$ cat src/rtl/axi_lite_pkg.sv
// Shared types and helpers for the AXI4-Lite register slave.
// Response codes, read FSM states and the byte-lane merge.
package axi_lite_pkg;

  typedef enum logic [1:0] {
    OKAY   = 2'b00,
    SLVERR = 2'b10
  } resp_t;

  typedef enum logic {
    R_IDLE,
    R_DATA
  } rstate_t;

  function automatic logic [31:0] strb_merge(
    input logic [31:0] old,
    input logic [31:0] data,
    input logic [3:0]  strb
  );
    logic [31:0] r;
    r = old;
    for (int i = 0; i < 4; i++) begin
      if (strb[i]) r[8*i +: 8] = data[8*i +: 8];
    end
    return r;
  endfunction

endpackage

$ cat src/rtl/axi4_lite_slave_regs.sv
// AXI4-Lite slave register bank with per-register write pulses.
// Independent AW/W capture, single-beat commit, two-state read FSM.
module axi4_lite_slave_regs
  import axi_lite_pkg::*;
#(
  parameter int ADDR_WIDTH = 32,
  parameter int NUM_REGS   = 8
) (
  input  logic                    clk,
  input  logic                    rst,
  input  logic [ADDR_WIDTH-1:0]   S_AXI_AWADDR,
  input  logic                    S_AXI_AWVALID,
  output logic                    S_AXI_AWREADY,
  input  logic [31:0]             S_AXI_WDATA,
  input  logic [3:0]              S_AXI_WSTRB,
  input  logic                    S_AXI_WVALID,
  output logic                    S_AXI_WREADY,
  output logic [1:0]              S_AXI_BRESP,
  output logic                    S_AXI_BVALID,
  input  logic                    S_AXI_BREADY,
  input  logic [ADDR_WIDTH-1:0]   S_AXI_ARADDR,
  input  logic                    S_AXI_ARVALID,
  output logic                    S_AXI_ARREADY,
  output logic [31:0]             S_AXI_RDATA,
  output logic [1:0]              S_AXI_RRESP,
  output logic                    S_AXI_RVALID,
  input  logic                    S_AXI_RREADY,
  output logic [NUM_REGS*32-1:0]  regs_o,
  output logic [NUM_REGS-1:0]     wr_pulse_o
);

  localparam int IW = $clog2(NUM_REGS);
  localparam logic [ADDR_WIDTH-1:0] LIMIT =
    ADDR_WIDTH'(NUM_REGS * 4);

  logic [31:0]           regs_q [NUM_REGS];
  logic [NUM_REGS-1:0]   pulse_q;

  logic                  aw_held;
  logic                  w_held;
  logic [ADDR_WIDTH-1:0] aw_addr;
  logic [31:0]           w_data;
  logic [3:0]            w_strb;
  logic                  bvalid_q;
  resp_t                 bresp_q;

  logic                  aw_hs;
  logic                  w_hs;
  logic                  commit;
  logic                  wr_ok;
  logic [IW-1:0]         w_idx;

  rstate_t               r_state;
  rstate_t               r_next;
  logic [31:0]           rdata_q;
  resp_t                 rresp_q;
  logic                  ar_hs;
  logic                  ar_ok;
  logic [IW-1:0]         r_idx;

  assign S_AXI_AWREADY = !aw_held && !bvalid_q;
  assign S_AXI_WREADY  = !w_held && !bvalid_q;
  assign S_AXI_BVALID  = bvalid_q;
  assign S_AXI_BRESP   = bresp_q;

  assign aw_hs  = S_AXI_AWVALID && S_AXI_AWREADY;
  assign w_hs   = S_AXI_WVALID && S_AXI_WREADY;
  assign commit = aw_held && w_held && !bvalid_q;
  assign wr_ok  = aw_addr < LIMIT;
  assign w_idx  = aw_addr[IW+1:2];

  always_ff @(posedge clk or posedge rst) begin
    if (rst) begin
      aw_held  <= 1'b0;
      w_held   <= 1'b0;
      aw_addr  <= '0;
      w_data   <= '0;
      w_strb   <= '0;
      bvalid_q <= 1'b0;
      bresp_q  <= OKAY;
    end else begin
      if (aw_hs) begin
        aw_held <= 1'b1;
        aw_addr <= S_AXI_AWADDR;
      end
      if (w_hs) begin
        w_held <= 1'b1;
        w_data <= S_AXI_WDATA;
        w_strb <= S_AXI_WSTRB;
      end
      if (commit) begin
        aw_held  <= 1'b0;
        w_held   <= 1'b0;
        bvalid_q <= 1'b1;
        bresp_q  <= wr_ok ? OKAY : SLVERR;
      end else if (bvalid_q && S_AXI_BREADY) begin
        bvalid_q <= 1'b0;
      end
    end
  end

  always_ff @(posedge clk or posedge rst) begin
    if (rst) begin
      for (int k = 0; k < NUM_REGS; k++) begin
        regs_q[k] <= '0;
      end
      pulse_q <= '0;
    end else begin
      pulse_q <= '0;
      if (commit && wr_ok) begin
        regs_q[w_idx] <=
          strb_merge(regs_q[w_idx], w_data, w_strb);
        if (|w_strb) pulse_q[w_idx] <= 1'b1;
      end
    end
  end

  for (genvar k = 0; k < NUM_REGS; k++) begin : g_out
    assign regs_o[32*k +: 32] = regs_q[k];
  end

  assign wr_pulse_o = pulse_q;

  assign ar_hs = S_AXI_ARVALID && (r_state == R_IDLE);
  assign ar_ok = S_AXI_ARADDR < LIMIT;
  assign r_idx = S_AXI_ARADDR[IW+1:2];

  always_ff @(posedge clk or posedge rst) begin
    if (rst) r_state <= R_IDLE;
    else     r_state <= r_next;
  end

  always_comb begin
    r_next        = r_state;
    S_AXI_ARREADY = 1'b0;
    S_AXI_RVALID  = 1'b0;
    case (r_state)
      R_IDLE: begin
        S_AXI_ARREADY = 1'b1;
        if (S_AXI_ARVALID) r_next = R_DATA;
      end
      R_DATA: begin
        S_AXI_RVALID = 1'b1;
        if (S_AXI_RREADY) r_next = R_IDLE;
      end
    endcase
  end

  // Sampled before any same-edge commit lands, so reads see the old word.
  always_ff @(posedge clk or posedge rst) begin
    if (rst) begin
      rdata_q <= '0;
      rresp_q <= OKAY;
    end else if (ar_hs) begin
      rdata_q <= ar_ok ? regs_q[r_idx] : '0;
      rresp_q <= ar_ok ? OKAY : SLVERR;
    end
  end

  assign S_AXI_RDATA = rdata_q;
  assign S_AXI_RRESP = rresp_q;

endmodule

$ cat config.mk
export PLATFORM = sky130hd
export DESIGN_NAME = axi4_lite_slave_regs
export DESIGN_NICKNAME = d
export VERILOG_FILES = /design/src/rtl/axi_lite_pkg.sv /design/src/rtl/axi4_lite_slave_regs.sv
export SDC_FILE = /design/constraint.sdc
export NUM_CORES = 1
export LEC_CHECK = 0
export ABC_CLOCK_PERIOD_IN_PS = 15310
export BUFFER_PORTS_ARGS = -buffer_cell sky130_fd_sc_hd__buf_2
export CAP_MARGIN = 20
export CORE_ASPECT_RATIO = 1.4
export CORE_MARGIN = 2
export CORE_UTILIZATION = 30
export DETAILED_ROUTE_END_ITERATION = 7
export PLACE_DENSITY = 0.57
export SLEW_MARGIN = 20
export SYNTH_ARGS = -nofsm -noshare
export SYNTH_HDL_FRONTEND = slang
export SYNTH_SLANG_ARGS = --single-unit
$ cat constraint.sdc
create_clock -name clk -period 15.31 [get_ports clk]
set_input_delay 0.7655 -clock clk [delete_from_list [all_inputs] [get_ports clk]]
set_output_delay 0.7655 -clock clk [all_outputs]
set_load 0.1 [all_outputs]
=== Word-level counts from Yosys, hierarchy flattened ===
Index checks and enable logic that the tools add are counted.

* Multiplexer cells: 35
* Bitwise gates (word level): 3
* Reduce and logical (&&, ||, !) cells: 18
* $lt $le $gt $ge: 7

{| class="wikitable"
|+ Operators by type and width
! kind !! count
|-
| $bwmux 256 || 1
|-
| $bmux 32 s3 || 2
|-
| $mux 32 || 6
|-
| $demux 32 s3 || 1
|-
| $mux 8 || 10
|-
| $lt 32x6->1 const B || 2
|-
| $logic_and 1x1->1 || 11
|-
| $mux 1 || 11
|-
| $ge 4x4->1 const B || 2
|-
| $not 3->4 || 2
|-
| $reduce_bool 2->1 || 3
|-
| $lt 3x4->1 const B || 1
|-
| $lt 4x1->1 const B || 1
|-
| $mux 2 || 2
|-
| $reduce_or 4->1 || 1
|-
| $demux 1 s3 || 1
|-
| $ge 3x1->1 const B || 1
|-
| $logic_not 1->1 || 3
|-
| $pmux 1 s2 || 1
|-
| $not 1->1 || 1
|}

* Register bits: 372
* Logic and storage cells: 82
* Bits of input ports: 107

=== Logic depth before layout (Yosys ltp) ===
* Depth in word-level cells: 7
* Depth in mapped cells: 9
* Gate-level depth less buffers: 5

=== Worst setup path after synthesis ===
OpenSTA, ideal clock, no wires.

* Kind: register to register
* Start point: register bvalid_q (netlist: S_AXI_BVALID)
* End point: register aw_addr[10]
* Cell stages (with the launch flop): 6
* Path slack: 11.801 ns
* Period minus slack after synthesis: 3.509 ns
* Setup time: 0.125 ns
* Buffers on the path: 2
* Arrival time: 3.384 ns
* Cell sequence: dfrtp_1 nor2_1 and2_1 clkbuf_1 clkbuf_1 mux2_2

* Cells in the longest elaborated chain, start to end: 3

{| class="wikitable"
|+ Ends and longest elaborated chain
! what !! line !! text
|-
| start, declared || axi4_lite_slave_regs.sv:44 || <nowiki>logic bvalid_q;</nowiki>
|-
| start signal, assigned || axi4_lite_slave_regs.sv:79 || <nowiki>bvalid_q <= 1'b0;</nowiki>
|-
| start signal, assigned || axi4_lite_slave_regs.sv:94 || <nowiki>bvalid_q <= 1'b1;</nowiki>
|-
| start signal, assigned || axi4_lite_slave_regs.sv:97 || <nowiki>bvalid_q <= 1'b0;</nowiki>
|-
| $logic_not 1->1 || axi4_lite_slave_regs.sv:61 || <nowiki>assign S_AXI_AWREADY = !aw_held && !bvalid_q;</nowiki>
|-
| $logic_and 1x1->1 || axi4_lite_slave_regs.sv:61 ||
|-
| via S_AXI_AWREADY || axi4_lite_slave_regs.sv:13 || <nowiki>output logic S_AXI_AWREADY,</nowiki>
|-
| $logic_and 1x1->1 || axi4_lite_slave_regs.sv:66 || <nowiki>assign aw_hs = S_AXI_AWVALID && S_AXI_AWREADY;</nowiki>
|-
| end signal, assigned || axi4_lite_slave_regs.sv:76 || <nowiki>aw_addr <= '0;</nowiki>
|-
| end signal, assigned || axi4_lite_slave_regs.sv:84 || <nowiki>aw_addr <= S_AXI_AWADDR;</nowiki>
|-
| end, declared || axi4_lite_slave_regs.sv:41 || <nowiki>logic [ADDR_WIDTH-1:0] aw_addr;</nowiki>
|}

The timed path passes the listed nets, and every way through them passes these cells.
A chain may end at the register's enable or synchronous reset.

=== Worst setup path in the final report ===
* Start point: register aw_addr[2]
* End point: register regs_q (netlist bit regs_o[77])

* Cells in the longest elaborated chain, start to end: 7
* Elaborated cells between the ends (all ways): 14

{| class="wikitable"
|+ Ends and longest elaborated chain
! what !! line !! text
|-
| branches (longest 7 deep; another with $lt 32x6->1) || -- ||
|-
| end signal, assigned by index || axi4_lite_slave_regs.sv:111 || <nowiki>regs_q[w_idx] <=</nowiki>
|-
| end, declared || axi4_lite_slave_regs.sv:36 || <nowiki>logic [31:0] regs_q [NUM_REGS];</nowiki>
|}

Several ways; the timed one is not identified. The select of a mux whose other input is x is not followed.

==> metrics.yaml <==
outcome:
  status: "completed"
logic_synthesis:
  ys_warn_count: 0
  synth_edf_count: 0
  synth_compound_area_frac: 0.142
  yosysSeqAreaShare: 0.528
  syn-cell-area_sq_um: 17400
  synthTopCellsByArea: "dfrtp_1 (53%), mux2_2 (9.7%), mux4_2 (8.3%)"
  yosysTopAreaCell: "dfrtp_1"
  synth_top_area_frac: 0.528
  ys_seq_elements: 368
  synth_top_family_by_area: "multiplexers"
  synth_xor_area_frac: 0
  synth-simple-area-share: 0.0765
  synth_ff_type: "dfrtp_1"
  synthArstFlopShare: 1.00
  yosys.area_share.adder: 0
  syn_area_per_cell_sq_um: 11.4
  yosysMostFrequentCell: "dfrtp_1"
  ys_types: 48
  synth.top_cells.by_count: "dfrtp_1 (368), nand2_1 (257), o21ai_0 (244)"
  muxShareOfSynthArea: 0.217
  netlist_instances: 1525
sta:
  fin_crit_ns: 3.72
  max_freq_mhz: 269
  fin_tns_setup_ns: 0
  tightest_slew_ns: 1.10
  relSlewSlack: 0.262
  setup_viol: 0
  rsz0062_at_grt: "false"
  fin_hold_ws_ns: 0.333
  finalHoldViolCount: 0
  skew_ns: 0.0221
  fin_crit_sh: 0.243
  drv_slew: 0
power_and_ir_drop:
  p_leak_nw: 10.3
  power_density_nw_per_um2: 141
  irDropWorstVdd_mv: 0.0988
worst_setup_path:
  start_kind: "register"
  worst_setup_path_end_kind: "register"
  worstPathRequired_ns: 15.77
  critPathMaxFanout: 49
  crit_path_frequent_cell: "o21ai_0"
  critical_path_class: "reg -> reg"
  max_stage_delay_ns: 0.96
  crit_arrival_ns: 4.18
  path_cells: "buf_4 > nor2b_2 > a221oi_1 > o21ai_0 > o21ai_0 > o21ai_0"
  worst_path_max_delay_cell: "dfrtp_4"
global_routing:
  grt_overflow: 0
  antenna_found_initial: 3
  grt_max_degree: 115
  grt_pass1_vias: 14500
  grt_use_total: 0.222
  grt_pass1_wl_um: 99200
die:
  die_h_um: 289
  fp.coreArea_sq_um: 57500
  io_pins: 412
  die_w_um: 208
  rows: 104
  start_util: 0.303
  die_area_sq_um: 60100
clock_network:
  clk_latency_ns: 0.57
  post_cts_buffers: 0
  cts_buffer_depth: 3
  ctsHoldBuffers: 0
  cts.sinks: 368
  cts_tree: "built"
  htree_levels: 2
  cts_root_buf: "clkbuf_16"
  ctsResizeCount: 0
  clk_pin_slew_ns: 0.06
  cts-buffers-inserted: 41
finish:
  final_nets: 1978
  multi_input_area_sq_um: 7680
  fin_cells: 2641
  drive_above_1_share: 0.391
  seqCellArea_sq_um: 9220
  area_growth_pct: 22.8
  fillers: 5761
route:
  routed_wl_um: 68500
  antenna_left: 0
  first_iter_violations: 669
  drcViolationCount: 0
  first_pass_iters: 5
  viasPerCell: 5.41
  drt-wirelength-per-cell_um: 26.0
  vias: 14300
place:
  place_inst: 2570
  port_buffers: 405
  dp_hpwl_um: 44000
  place.gp.congestion: 0.781
job:
  maxCapViolCount: 0
hold_path:
  min_path_type: "in -> async"
area by class of cell:
class | count | share of cell area
sequential | 368 | 0.430
tap | 742 | 0.0433
clock buffer | 53 | 0.0533
inverter | 17 | 0.00333
antenna | 1 | 0.000117
clock inverter | 17 | 0.00894
multi-input combinational | 1017 | 0.358
timing repair buffer | 426 | 0.102
state kept, by name, summed over array words and instances (netlist names):
register / flops
S_AXI_BRESP: 1
S_AXI_BVALID: 1
S_AXI_RDATA: 32
S_AXI_RRESP: 1
aw_addr: 30
aw_held: 1
r_state: 1
regs_o: 256
w_data: 32
w_held: 1
w_strb: 4
wr_pulse_o: 8
power breakdown:
| part | internal [W] | switching [W] |
|---|---|---|
| logic | 0.000247 | 0.000570 |
| registers | 0.00107 | 0.000126 |
| clock network | 0.000578 | 0.000424 |
| total | 0.00189 | 0.00112 |
path summary, 6_finish.rpt:
| kind | start | to | slack [ns] | cells past startpoint |
|---|---|---|---|---|
| worst min-delay path | rst | S_AXI_RDATA[15]$_DFFE_PP0P_ | 0.33 | 2 |
| worst max-delay path | aw_addr[2]$_DFFE_PP0P_ | regs_o[77]$_DFFE_PP0P_ | 11.59 | 6 |
| worst min register to register | S_AXI_RDATA[19]$_DFFE_PP0P_ | S_AXI_RDATA[19]$_DFFE_PP0P_ | 0.47 | 2 |
| max in group asynchronous | rst | regs_o[184]$_DFFE_PP0P_ | 11.89 | 5 |
| min in group clk | S_AXI_BREADY | S_AXI_BVALID$_DFFE_PP0P_ | 0.39 | 2 |
| worst max register to register | aw_addr[2]$_DFFE_PP0P_ | regs_o[77]$_DFFE_PP0P_ | 11.59 | 6 |
layout by cell type (no fill, tap or decap), types with 3 or more instances in the layout:
cell	instances
clkbuf_8	5
o21ai_1	34
nand4_1	3
buf_4	24
inv_1	13
nand2_1	256
clkbuf_1	6
o31ai_1	8
buf_2	402
mux2i_1	56
clkinvlp_4	5
a21oi_1	17
a221o_1	4
and3_1	3
mux4_2	64
a221oi_1	52
a21oi_2	6
bufinv_16	3
a211oi_1	12
a22oi_1	12
o2bb2ai_1	6
mux2_4	6
dfrtp_1	365
clkinv_2	6
o22ai_1	8
clkbuf_16	42
mux2_2	151
nor4_1	11
nor2_1	20
o221ai_1	8
o21ai_0	244
nor3_1	3
or3_4	5
kinds of logic (layout without fill, tap and decap cells):
group | count (synthesis) | count (layout)
AOI/OAI and AO/OA | 416 | 416
DFF | 368 | 368
and+or+nand+nor | 322 | 322
buffers and inverters | 141 | 513
muxes | 277 | 277
other | 1 | 3
worst max-delay path: cells and delay by family (launching register included):
kind,cells,cell delay [ns]
AOI/OAI and AO/OA,4,0.99
and+or+nand+nor,1,0.88
DFF,1,0.96
buffers and inverters,1,0.75
metrics by stage:
stage / setup WS [ns] / instance area, sq um / utilization / power [W]
2_1_floorplan: 4.33 / 17500 / - / 0.00170
3_3_place_gp: 11.27 / 20100 / 0.349 / 0.00201
5_1_grt: 11.30 / 21400 / 0.372 / 0.00315
3_5_place_dp: 11.17 / 20100 / 0.349 / 0.00203
4_1_cts: 11.53 / 21400 / 0.372 / 0.00305
6_report: 11.59 / 21400 / 0.372 / 0.00301
metal layers:
layer | share of wire | wire, um | vias up | GRT usage
met4 | 0.040 | 2730 | 2 | 0.0915
met3 | 0.068 | 4670 | 149 | 0.0472
li1 | - | - | 6277 | -
met2 | 0.51 | 34700 | 601 | 0.390
met1 | 0.39 | 26500 | 7251 | 0.265
met5 | 0.00019 | 13 | - | 0
Note: power is estimated with default switching activity, not from simulation.
